**config.mk**
```make
export PLATFORM = sky130hd
export DESIGN_NAME = display_scan_scheduler
export DESIGN_NICKNAME = d
export VERILOG_FILES = /design/src/rtl/display_pkg.sv /design/src/rtl/serial_bin2bcd.sv /design/src/rtl/display_scan_scheduler.sv
export SDC_FILE = /design/constraint.sdc
export NUM_CORES = 1
export LEC_CHECK = 0
export ABC_AREA = 1
export CAP_MARGIN = 10
export CORE_MARGIN = 3
export CORE_UTILIZATION = 50
export DETAILED_ROUTE_END_ITERATION = 16
export GPL_TIMING_DRIVEN = 0
export PLACE_DENSITY = 0.82
export RECOVER_POWER = 50
export SYNTH_ARGS = -nofsm -noshare
export SYNTH_HDL_FRONTEND = slang
export SYNTH_SLANG_ARGS = --single-unit
```
**constraint.sdc**
```tcl
create_clock -name clk -period 2.7 [get_ports clk]
set_clock_uncertainty 0.15 [all_clocks]
set_input_delay 0.405 -clock clk [delete_from_list [all_inputs] [get_ports clk]]
set_output_delay 0.405 -clock clk [all_outputs]
set_load 0.02 [all_outputs]
```
**src/rtl/display_pkg.sv**
```systemverilog
// Shared types and constants for the display scan scheduler: FSM states,
// channel IDs, default sizing and the active-low 7-segment table.
package display_pkg;

    typedef enum logic [1:0] {IDLE, LOAD, SHIFT, DONE} state_t;

    localparam logic CH_A = 1'b0;
    localparam logic CH_B = 1'b1;

    localparam int WIDTH_DEF    = 13;
    localparam int SCAN_DIV_DEF = 50000;

    localparam logic [6:0] SEG_BLANK = 7'h7F;

    // Entry n is the a..g pattern for digit n (index 9 is written first).
    localparam logic [9:0][6:0] SEG_TABLE = {
        7'h10, 7'h00, 7'h78, 7'h02, 7'h12,
        7'h19, 7'h30, 7'h24, 7'h79, 7'h40
    };

    function automatic logic [6:0] seg_encode(input logic [3:0] nib);
        return (nib > 4'd9) ? SEG_BLANK : SEG_TABLE[nib];
    endfunction

endpackage

```
**src/rtl/serial_bin2bcd.sv**
```systemverilog
// Serial double-dabble converter: start loads the operand, each shift cycle
// processes one bit, done flags the final shift cycle.
module serial_bin2bcd
    import display_pkg::*;
#(
    parameter int WIDTH = WIDTH_DEF
) (
    input  logic             clk,
    input  logic             rst_n,
    input  logic             start,
    input  logic             shift,
    input  logic [WIDTH-1:0] bin,
    output logic             done,
    output logic [15:0]      bcd
);

    localparam int CW = $clog2(WIDTH + 1);

    logic [WIDTH-1:0] sr;
    logic [CW-1:0]    cnt;
    logic [15:0]      adj;

    for (genvar i = 0; i < 4; i++) begin : g_adj
        assign adj[4*i +: 4] = (bcd[4*i +: 4] >= 4'd5) ? bcd[4*i +: 4] + 4'd3 : bcd[4*i +: 4];
    end

    always_ff @(posedge clk) begin
        if (!rst_n) begin
            sr  <= '0;
            bcd <= '0;
            cnt <= '0;
        end else if (start) begin
            sr  <= bin;
            bcd <= '0;
            cnt <= CW'(WIDTH);
        end else if (shift) begin
            {bcd, sr} <= {adj[14:0], sr, 1'b0};
            cnt       <= cnt - 1'b1;
        end
    end

    assign done = shift && (cnt == CW'(1));

endmodule

```
**src/rtl/display_scan_scheduler.sv**
```systemverilog
// Round-robin sharing of one serial BCD converter between two counters, with
// a multiplexed 4-digit display. LEADING_ZERO_BLANK_EN blanks leading zeros.
module display_scan_scheduler
    import display_pkg::*;
#(
    parameter int WIDTH    = WIDTH_DEF,
    parameter int SCAN_DIV = SCAN_DIV_DEF
) (
    input  logic             clk,
    input  logic             rst_n,
    input  logic             req_a,
    input  logic [WIDTH-1:0] val_a,
    output logic             ack_a,
    input  logic             req_b,
    input  logic [WIDTH-1:0] val_b,
    output logic             ack_b,
    input  logic             disp_sel,
    output logic             busy,
    output logic [6:0]       seg_n,
    output logic [3:0]       an_n
);

    localparam int PW = (SCAN_DIV > 1) ? $clog2(SCAN_DIV) : 1;

    state_t          state, state_nx;
    logic            last_grant, grant_nx;
    logic            conv_done;
    logic [15:0]     conv_bcd;
    logic [1:0][15:0] bank;
    logic [PW-1:0]   presc;
    logic [1:0]      idx, idx_nx;
    logic            tick, blank;
    logic [15:0]     shown;
    logic [3:0]      nib;

    always_comb begin
        state_nx = state;
        grant_nx = last_grant;
        case (state)
            IDLE: if (req_a || req_b) begin
                state_nx = LOAD;
                if (req_a && req_b) grant_nx = ~last_grant;
                else                grant_nx = req_a ? CH_A : CH_B;
            end
            LOAD:    state_nx = SHIFT;
            SHIFT:   if (conv_done) state_nx = DONE;
            DONE:    state_nx = IDLE;
            default: state_nx = IDLE;
        endcase
    end

    // last_grant doubles as the current grant from LOAD through DONE.
    always_ff @(posedge clk) begin
        if (!rst_n) begin
            state      <= IDLE;
            last_grant <= CH_B;
            bank       <= '0;
        end else begin
            state      <= state_nx;
            last_grant <= grant_nx;
            if (state == DONE) bank[last_grant] <= conv_bcd;
        end
    end

    assign busy  = (state != IDLE);
    assign ack_a = (state == DONE) && (last_grant == CH_A);
    assign ack_b = (state == DONE) && (last_grant == CH_B);

    serial_bin2bcd #(.WIDTH(WIDTH)) u_conv (
        .clk   (clk),
        .rst_n (rst_n),
        .start (state == LOAD),
        .shift (state == SHIFT),
        .bin   (last_grant ? val_b : val_a),
        .done  (conv_done),
        .bcd   (conv_bcd)
    );

    assign tick   = (presc == PW'(SCAN_DIV - 1));
    assign idx_nx = idx + 2'd1;
    assign shown  = bank[disp_sel];
    assign nib    = shown[{idx_nx, 2'b00} +: 4];

`ifdef LEADING_ZERO_BLANK_EN
    assign blank = (idx_nx != 2'd0) && ((shown >> {idx_nx, 2'b00}) == 16'd0);
`else
    assign blank = 1'b0;
`endif

    always_ff @(posedge clk) begin
        if (!rst_n) begin
            presc <= '0;
            idx   <= '0;
            seg_n <= SEG_BLANK;
            an_n  <= 4'hF;
        end else begin
            presc <= tick ? '0 : presc + 1'b1;
            if (tick) begin
                idx   <= idx_nx;
                seg_n <= blank ? SEG_BLANK : seg_encode(nib);
                an_n  <= ~(4'b0001 << idx_nx);
            end
        end
    end

endmodule
```
After elaboration in Yosys (flattened, before gate mapping)

Memory sizes are Yosys's and may differ from the RTL's.
Cells that the tools add are included.

Input bits: 31
Memories kept: 1
Output and inout port bits: 14
Bits in read-only memories: 112
Flip-flop bits (word level): 97

Memory list:

| name            | depth | width | read ports | clocked after Yosys merged registers in | write ports | line              | text |
|---|---|---|---|---|---|---|---|
| (no name shown) | 16    | 7     | 1          | 0                                       | 0           | display_pkg.sv:22 | `return (nib > 4'd9) ? SEG_BLANK : SEG_TABLE[nib];` |

Magnitude comparators: 9
Reductions and logical operators: 13
$add $sub $neg: 7
Equal/unequal tests: 7
Muxes and demuxes: 21
Shift-type cells: 2
Bitwise logic cells: 3

Operators by type and width:

| operator                                                                             | number |
|---|---|
| 16-bit 2-to-1 mux                                                                    | 3 |
| 13-bit 2-to-1 mux                                                                    | 3 |
| 32-bit bitwise mux                                                                   | 1 |
| 4-bit 2-to-1 mux                                                                     | 5 |
| 16-bit by 1-bit adder with 16-bit output (second input constant)                     | 1 |
| 16-bit demux with 1-bit select                                                       | 1 |
| 16-bit equality test (second input constant)                                         | 1 |
| 4-bit by 3-bit greater-or-equal comparator with 1-bit output (second input constant) | 4 |
| 16-bit by 5-bit variable part select with 4-bit output                               | 1 |
| 7-bit 2-to-1 mux                                                                     | 2 |
| 4-bit by 2-bit adder with 4-bit output (second input constant)                       | 3 |
| 2-bit one-hot mux with 4 select lines                                                | 1 |
| 1-bit logical AND                                                                    | 5 |
| 4-bit by 5-bit < comparator with 1-bit output (second input constant)                | 1 |
| 2-bit equality test (second input constant)                                          | 2 |
| 4-bit by 1-bit equality test with 1-bit output (second input constant)               | 1 |
| 4-bit > comparator (second input constant)                                           | 1 |
| 1-bit by 2-bit < comparator with 1-bit output (second input constant)                | 2 |
| 2-bit 2-to-1 mux                                                                     | 2 |
| 2-bit != test (second input constant)                                                | 2 |
| 4-bit NOT                                                                            | 1 |
| 2-bit AND reduction                                                                  | 2 |
| 2-bit nonzero test                                                                   | 2 |
| 2-bit OR reduction                                                                   | 2 |
| other kinds (11)                                                                     | 13 |

Longest topological paths before layout

Gate-level depths: netlist (run 1).

Depth in word-level cells: 6
Mapped depth: 17
Mapped depth without buffers: 15

Hierarchy

A second synthesis (run 1) with hierarchy kept.

Cells, all modules: 729
Area, all modules: 4981.0 um^2

Modules (own cells, without submodules):

| module                 | area each (um^2) | sequential area each (um^2) | instances | cells each |
|---|---|---|---|---|
| display_scan_scheduler | 3244.4           | 1281.2                      | 1         | 479 |
| serial_bin2bcd         | 1736.7           | 660.6                       | 1         | 250 |

Least setup slack after synthesis (run 1)

No wires, ideal clock.

Kind: register -> register
Start point: register idx[0]
End point: register seg_n[6]
Cell stages (with the launch flop): 13
Period minus slack after synthesis: 2.075 ns
Data arrival time: 1.812 ns
Slack: 0.625 ns
Data required time: 2.437 ns
Cells stage by stage: dfxtp_1 inv_2 ha_1 inv_1 nand3_1 nand2_1 inv_1 ha_1 nand3b_1 nand2_1 nor2_1 nor2_1 nor2_1

Longest elaborated chain between the ends: 5
Elaborated cells on any way between the ends: 6
Those cells by class: 1 x add/sub; 1 x order compare; 1 x shift; 2 x mux; 1 x memory

Ends and longest elaborated chain:

| what                                                       | line                          | text |
|---|---|---|
| start: declaration                                         | display_scan_scheduler.sv:31  | `logic [1:0] idx, idx_nx;` |
| start signal: assignment                                   | display_scan_scheduler.sv:99  | `idx <= idx_nx;` |
| 2-bit by 1-bit adder with 2-bit output (*)                 | display_scan_scheduler.sv:80  | `assign idx_nx = idx + 2'd1;` |
| named net idx_nx[0]                                        | display_scan_scheduler.sv:31  |  |
| 16-bit by 5-bit variable part select with 4-bit output (*) | display_scan_scheduler.sv:82  | `assign nib = shown[{idx_nx, 2'b00} +: 4];` |
| memory 16 x 7 bit                                          | --                            |  |
| 7-bit 2-to-1 mux (not written as such)                     | display_pkg.sv:22             |  |
| 7-bit 2-to-1 mux (*)                                       | display_pkg.sv:22             |  |
| end signal: assignment                                     | display_scan_scheduler.sv:100 | `seg_n <= blank ? SEG_BLANK : seg_encode(nib);` |
| end: declaration                                           | display_scan_scheduler.sv:19  | `output logic [6:0] seg_n,` |

Mark *: on every way through the listed nets, which the timed path passes. The rest lies on a longest branch. The select of a mux whose other input is x is not followed.
A chain may end at the register's enable or synchronous reset.

Final worst setup path (run 1)

Start point: register state[0]
End point: output port ack_b

Longest elaborated chain between the ends: 2

Ends and longest elaborated chain:

| what                     | line                         | text |
|---|---|---|
| start: declaration       | display_scan_scheduler.sv:25 | `state_t state, state_nx;` |
| start signal: assignment | display_scan_scheduler.sv:59 | `state <= state_nx;` |
| 2-bit equality test      | display_scan_scheduler.sv:67 | `assign ack_b = (state == DONE) && (last_grant == CH_B);` |
| 1-bit logical AND        | display_scan_scheduler.sv:67 |  |
| end: declaration         | display_scan_scheduler.sv:16 | `output logic ack_b,` |

No other way between the ends.

==> results of run 1 <==
## state kept, by name, summed over array words and instances, names as in the netlist
signal,flops
u_conv.bcd,16
state,2
presc,16
idx,2
u_conv.cnt,4
u_conv.sr,13
an_n,4
seg_n,7
last_grant,1
bank,32
## metal layers
metal | global-route usage | part of all wire
met1 | 0.2465 | 0.44
met2 | 0.3742 | 0.49
met3 | 0.03786 | 0.050
met4 | 0.06553 | 0.014
met5 | 0 | 0
## tightest hold or removal path, delay by kind of cell
kind            cells  cell delay, ns
buf+inv             1            0.15
compound gates      2            0.12
## worst min-delay path by stage
| stage | cells after the start | endpoint | startpoint | slack, ns |
|---|---|---|---|---|
| 2_1_floorplan | 1 | presc[0]$_SDFF_PP0_ | presc[0]$_SDFF_PP0_ | 0.27 |
| 3_3_place_gp | 1 | presc[0]$_SDFF_PP0_ | presc[0]$_SDFF_PP0_ | 0.28 |
| 3_5_place_dp | 2 | bank[29]$_SDFFE_PN0P_ | bank[29]$_SDFFE_PN0P_ | 0.30 |
| 4_1_cts | 3 | bank[31]$_SDFFE_PN0P_ | rst_n | 0.21 |
| 5_1_grt | 3 | bank[31]$_SDFFE_PN0P_ | rst_n | 0.22 |
| 6_report | 3 | bank[31]$_SDFFE_PN0P_ | rst_n | 0.22 |
## through the flow
| stage | hold slack, ns | TNS, ns |
|---|---|---|
| floorplan | 0.2675 | 0 |
| detailed placement | 0.2961 | 0 |
| CTS | 0.2116 | 0 |
| global placement | 0.2785 | 0 |
| finish | 0.2152 | 0 |
| global route | 0.2170 | -0.008156 |
## logic make-up after synthesis
logic type | after synthesis | share of synthesized area
flip-flops | 97 | 0.4039
adder cells (fa/ha/maj) | 24 | 0.06245
AND/OR/NAND/NOR | 264 | 0.2417
XOR/XNOR | 8 | 0.01457
buffers and inverters | 110 | 0.09576
AO/OA/AOI/OAI | 168 | 0.1816
## where the power goes
| group | internal, uW | leakage [uW] | switching, uW | total [uW] |
|---|---|---|---|---|
| Sequential | 1600 | 0.000786 | 121 | 1720 |
| Combinational | 367 | 0.00147 | 695 | 1060 |
| Clock | 431 | 0.0000889 | 510 | 941 |
| Total | 2400 | 0.00234 | 1330 | 3730 |
## synth_stat cells (all sizes together), types with 7 or more instances
library cell	count	share of area
a21oi	73	0.076
a31oi	14	0.018
buf	13	0.020
clkbuf	12	0.0094
dfxtp	97	0.40
ha	24	0.062
inv	83	0.065
nand2	125	0.10
nand3	32	0.036
nor2	82	0.067
nor3	11	0.016
o21ai	76	0.079
xor2	7	0.013
## final cells by class
class / instances / area (um2) / share of cell area
Clock inverter: 6 / 66.31 / 0.01185
Inverter: 85 / 322.8 / 0.05769
Buffer: 25 / 140.1 / 0.02504
Tap cell: 129 / 161.4 / 0.02885
Multi-Input combinational cell: 464 / 2406 / 0.4300
Timing Repair Buffer: 43 / 429.2 / 0.07670
Sequential cell: 97 / 1942 / 0.3470
Clock buffer: 10 / 127.6 / 0.02281
==> run summary, run 1 <==
Worst path slowest cell - clkdlybuf4s50_1
Slew of the pin with the lowest slew margin - 0.4911 ns
Largest fanout on the critical path - 9
Routed length per instance - 12.89 um
Leakage power - 0.002343 uW
Die width - 104.1 um
Routed via count - 4533
Root Buffer Master - clkbuf_8
Maximum clock frequency - 0.3837 GHz
Crit path to - ack_b
Outcome - finished, final reports clean
Number of cells on the worst reg-to-reg path - 12
Synth Register Bits - 97
Worst-case clock buffer depth - 2
IO Pins - 45
Post_cts resized - 1
Number of fill cells - 858
Critical R2R Capture - seg_n[6]$_SDFFE_PN1N_
Die Span Y - 104.1 um
Pre-CTS setup slack - 0.03258 ns
Initial cell density of the core - 0.5179
Share of flip-flops with an asynchronous set or reset - 0
Worst skew pair latency - 0.36 ns
Final wirelength - 11070 um
Syn Nets - 726
Power Dens Cells - 665.9 nW/um2
Max VDD drop - 0.3606 mV
Total Routing Usage GR - 0.2065
Vias in the first global route - 4377
Final slew viol count - 0
Startpoint types - flop
Final min period - 2.606 ns
Worst Slack Setup Final - 0.09394 ns
Overall Power - 3726 uW
CTS tree - done
Final Hold Viols - 0
Initial antenna violation count - 0
Sequential share of the synthesized area - 0.4039
Largest net degree at the start of global routing - 17
Post-DRT Antenna Nets - 0
Predominant post-synthesis flop cell - dfxtp_1
Crit path largest cell delay - 0.58 ns
Initial DRC count - 260
Clock transition at path regs - 0.09 ns
CTS hold repair buffers - 0
Kind of critical path - reg -> out
Rel. slew slack - 0.6726
Stages on worst setup path - 4
Core Util, Final - 0.6027
Port-buffer cells - 43
Synth cell types - 37
Post-synth EDFFs - 0
DRC Markers - 0
CTS sink count - 97
Placeable Area - 9284 um2
Avg Inst Size Synth - 7.166 um2
Grt ovf - 0
Final instance area - 5595 um2
Reg2Reg Setup Slack - 0.28 ns
Crit path DAT - 2.05 ns
Area Growth Syn to Fin - 16.37%
Diode count - 0
Nets - 780
Share of layout cells above drive strength 1 - 0.07260
Worst R2R Start - idx[0]$_SDFFE_PN0N_
Final Setup Violations - 0
First-pass GRT wire length - 18940 um
Post-DP HPWL - 8185 um
Worst path top cell family by delay - buffers and inverters
Post-Synthesis Cells - 671
Vias/cell - 5.277
Placed Instance Area - 5400 um2
CTS H-tree depth - 3
Hold WC Path Type - in -> reg
Most common cell after layout, fill and taps aside - nand2_1
WP buf/inv - 2
CP Launch Point - state[0]$_SDFFE_PN0P_
Max Cap Viol - 0
Worst setup EP type - output pin
Most frequent cells in the layout - nand2_1, dfxtp_1, nor2_1, inv_1, o21ai_0
Synth Warn # - 0
RD Place Congestion - 0.8688
DR pass1 iterations - 5
Non-Filler Instances - 859
Mapped cell area - 4808 um2
Crit share post-route - 0.9652
Post-CTS Setup Inserts - 0
Placement Rows - 35
Num CTS Buffers - 9
Die footprint - 10830 um2
Placed instance count - 843
WP data required - 2.14 ns
CP cell instances - ha_1 -> nand2_1 -> clkinvlp_4 -> clkdlybuf4s50_1
No activity file was read; power rests on OpenSTA's default activity.
==> run 2, diff against run 1 <==
--- a/config.mk
+++ b/config.mk
@@ -11,8 +11,10 @@
 export CORE_UTILIZATION = 50
 export DETAILED_ROUTE_END_ITERATION = 16
 export GPL_TIMING_DRIVEN = 0
+export HOLD_SLACK_MARGIN = 0.08
 export PLACE_DENSITY = 0.82
 export RECOVER_POWER = 50
+export SLEW_MARGIN = 20
 export SYNTH_ARGS = -nofsm -noshare
 export SYNTH_HDL_FRONTEND = slang
 export SYNTH_SLANG_ARGS = --single-unit
==> results of run 2 <==
No change in the layout: final DEF, timing and power equal those of run 1.
==> run 3, diff against run 2 <==
--- a/config.mk
+++ b/config.mk
@@ -9,6 +9,7 @@
 export CAP_MARGIN = 10
 export CORE_MARGIN = 3
 export CORE_UTILIZATION = 50
+export CTS_BUF_LIST = sky130_fd_sc_hd__clkbuf_2 sky130_fd_sc_hd__clkbuf_4 sky130_fd_sc_hd__clkbuf_8
 export DETAILED_ROUTE_END_ITERATION = 16
 export GPL_TIMING_DRIVEN = 0
 export HOLD_SLACK_MARGIN = 0.08
==> run summary, run 3 (same netlist as run 1, synthesis figures left out) <==
Die width - 104.1 um (unchanged)
Share of layout cells above drive strength 1 - 0.07397 (+0.001370)
Startpoint types - flop
Root Buffer Master - clkbuf_8
CP Launch Point - state[1]$_SDFFE_PN0P_
Stages on worst setup path - 4 (unchanged)
Number of cells on the worst reg-to-reg path - 12 (unchanged)
Met2 usage in global routing - 0.3747 (+0.0004643)
First-pass GRT wire length - 18900 um (-0.22%)
Post-CTS Setup Inserts - 0 (unchanged)
Crit path DAT - 2.07 ns (+0.02 ns)
CP cell instances - ha_1 -> nand2_1 -> clkinvlp_4 -> clkdlybuf4s50_1
Biggest regs - bank x32, presc x16, u_conv.bcd x16
Worst path slowest cell - clkdlybuf4s50_1
Crit path largest cell delay - 0.62 ns (+0.04 ns)
Largest register FFs - 32 (unchanged)
CTS H-tree depth - 3 (unchanged)
Maximum clock frequency - 0.3816 GHz (-0.55%)
Initial antenna violation count - 0 (unchanged)
Largest register by flop count - bank
Initial cell density of the core - 0.5179 (unchanged)
Leakage power - 0.002346 uW (+0.15%)
Initial DRC count - 237 (-8.8%)
Final Hold Viols - 0 (unchanged)
Worst R2R Start - idx[0]$_SDFFE_PN0N_
Post-DRT Antenna Nets - 0 (unchanged)
DRC Markers - 0 (unchanged)
Max Cap Viol - 0 (unchanged)
Area Growth Syn to Fin - 16.45% (about the same)
RD Place Congestion - 0.8688 (unchanged)
Outcome - finished, final reports clean
Met3 Resource Use GR - 0.03786 (unchanged)
Final wirelength - 11060 um (about the same)
Worst-case clock buffer depth - 2 (unchanged)
Routed length per instance - 12.88 um (about the same)
Port-buffer cells - 43 (unchanged)
Final min period - 2.621 ns (+0.01445 ns)
IO Pins - 45 (unchanged)
Grt ovf - 0 (unchanged)
Largest net degree at the start of global routing - 17 (unchanged)
Worst setup EP type - output pin
Die footprint - 10830 um2 (unchanged)
Reg2Reg Setup Slack - 0.28 ns (about the same)
Hold WC Path Type - in -> reg
Post-DP HPWL - 8185 um (unchanged)
CTS tree - done
Rel. slew slack - 0.6701 (-0.002547)
M1 GR Usage - 0.2452 (-0.001266)
Most frequent cells in the layout - nand2_1, dfxtp_1, nor2_1, inv_1, o21ai_0
Vias/cell - 5.271 (-0.11%)
Vias in the first global route - 4385 (+0.18%)
Num CTS Buffers - 9 (unchanged)
Diode count - 0 (unchanged)
Crit share post-route - 0.9706 (+0.005351)
Nets - 780 (unchanged)
Power Dens Cells - 666.9 nW/um2 (+0.14%)
Worst path top cell family by delay - buffers and inverters
CTS sink count - 97 (unchanged)
Final slew viol count - 0 (unchanged)
Worst Slack Setup Final - 0.07950 ns (-0.01445 ns)
Placeable Area - 9284 um2 (unchanged)
Routed via count - 4528 (-0.11%)
CTS hold repair buffers - 0 (unchanged)
Kind of critical path - reg -> out
Pre-CTS setup slack - 0.03258 ns (unchanged)
Total Routing Usage GR - 0.2060 (-0.0005540)
WP data required - 2.14 ns (about the same)
DR pass1 iterations - 5 (unchanged)
Overall Power - 3734 uW (+0.21%)
Max VDD drop - 0.3507 mV (-2.7%)
Most common cell after layout, fill and taps aside - nand2_1
WP buf/inv - 2 (unchanged)
Largest fanout on the critical path - 9 (unchanged)
Critical R2R Capture - seg_n[6]$_SDFFE_PN1N_
Clock transition at path regs - 0.09 ns (about the same)
Final Setup Violations - 0 (unchanged)
Die Span Y - 104.1 um (unchanged)
Gr busiest metal - met2
Placement Rows - 35 (unchanged)
Crit path to - ack_b
Worst skew pair latency - 0.35 ns (about the same)
Slew of the pin with the lowest slew margin - 0.4949 ns (+0.003820 ns)
-- run 3: layer usage --
layer / up-vias / wire [um]
met5: - / 0
met4: 0 / 132
met3: 13 / 615
met2: 127 / 5447
met1: 2106 / 4867
li1: 2282 / -
-- run 3: cell type report --
cell class              instances  area [um2]
fillers                       853        3685
multi-input cells             464        2406
clock buffers                  10       131.4
flip-flops and latches         97        1942
well taps                     129       161.4
repair buffers                 43       429.2
inverters                      85       322.8
clock inverters                 6       66.31
plain buffers                  25       140.1
-- run 3: worst min path at each step --
stage / start / to / slack, ns / depth (start not counted)
floorplan: presc[0]$_SDFF_PP0_ / presc[0]$_SDFF_PP0_ / 0.27 / 1
global placement: presc[0]$_SDFF_PP0_ / presc[0]$_SDFF_PP0_ / 0.28 / 1
detailed placement: bank[29]$_SDFFE_PN0P_ / bank[29]$_SDFFE_PN0P_ / 0.30 / 2
CTS: rst_n / bank[31]$_SDFFE_PN0P_ / 0.21 / 3
global route: rst_n / bank[31]$_SDFFE_PN0P_ / 0.22 / 3
finish: rst_n / bank[15]$_SDFFE_PN0P_ / 0.22 / 3
-- run 3: power breakdown --
part	switching [uW]	leakage [uW]	internal, uW
logic	699	0.00147	367
clock network	504	0.0000923	441
registers	122	0.000786	1600
total	1320	0.00235	2410
-- run 3: stage by stage --
step | utilization | hold slack [ns] | instance area, um2 | std cells | setup TNS [ns]
after floorplan | - | 0.2675 | 4808 | 671 | 0
after global placement | 0.5817 | 0.2785 | 5400 | 843 | 0
after detailed placement | 0.5817 | 0.2961 | 5400 | 843 | 0
after CTS | 0.6028 | 0.2116 | 5597 | 859 | 0
after global routing | 0.6031 | 0.2172 | 5599 | 859 | -0.005786
final | 0.6031 | 0.2159 | 5599 | 859 | 0
-- run 3: worst min-delay path, delay by kind of cell --
| kind | cells | cell delay [ns] |
|---|---|---|
| compound gates | 2 | 0.12 |
| buf+inv | 1 | 0.15 |
-- run 3: timing repair --
| action | 4_1_cts | 5_1_grt |
|---|---|---|
| endpoints found under the setup margin | 1 | 1 |
| pin swaps | 0 | 0 |
| resized for setup | 1 | 1 |
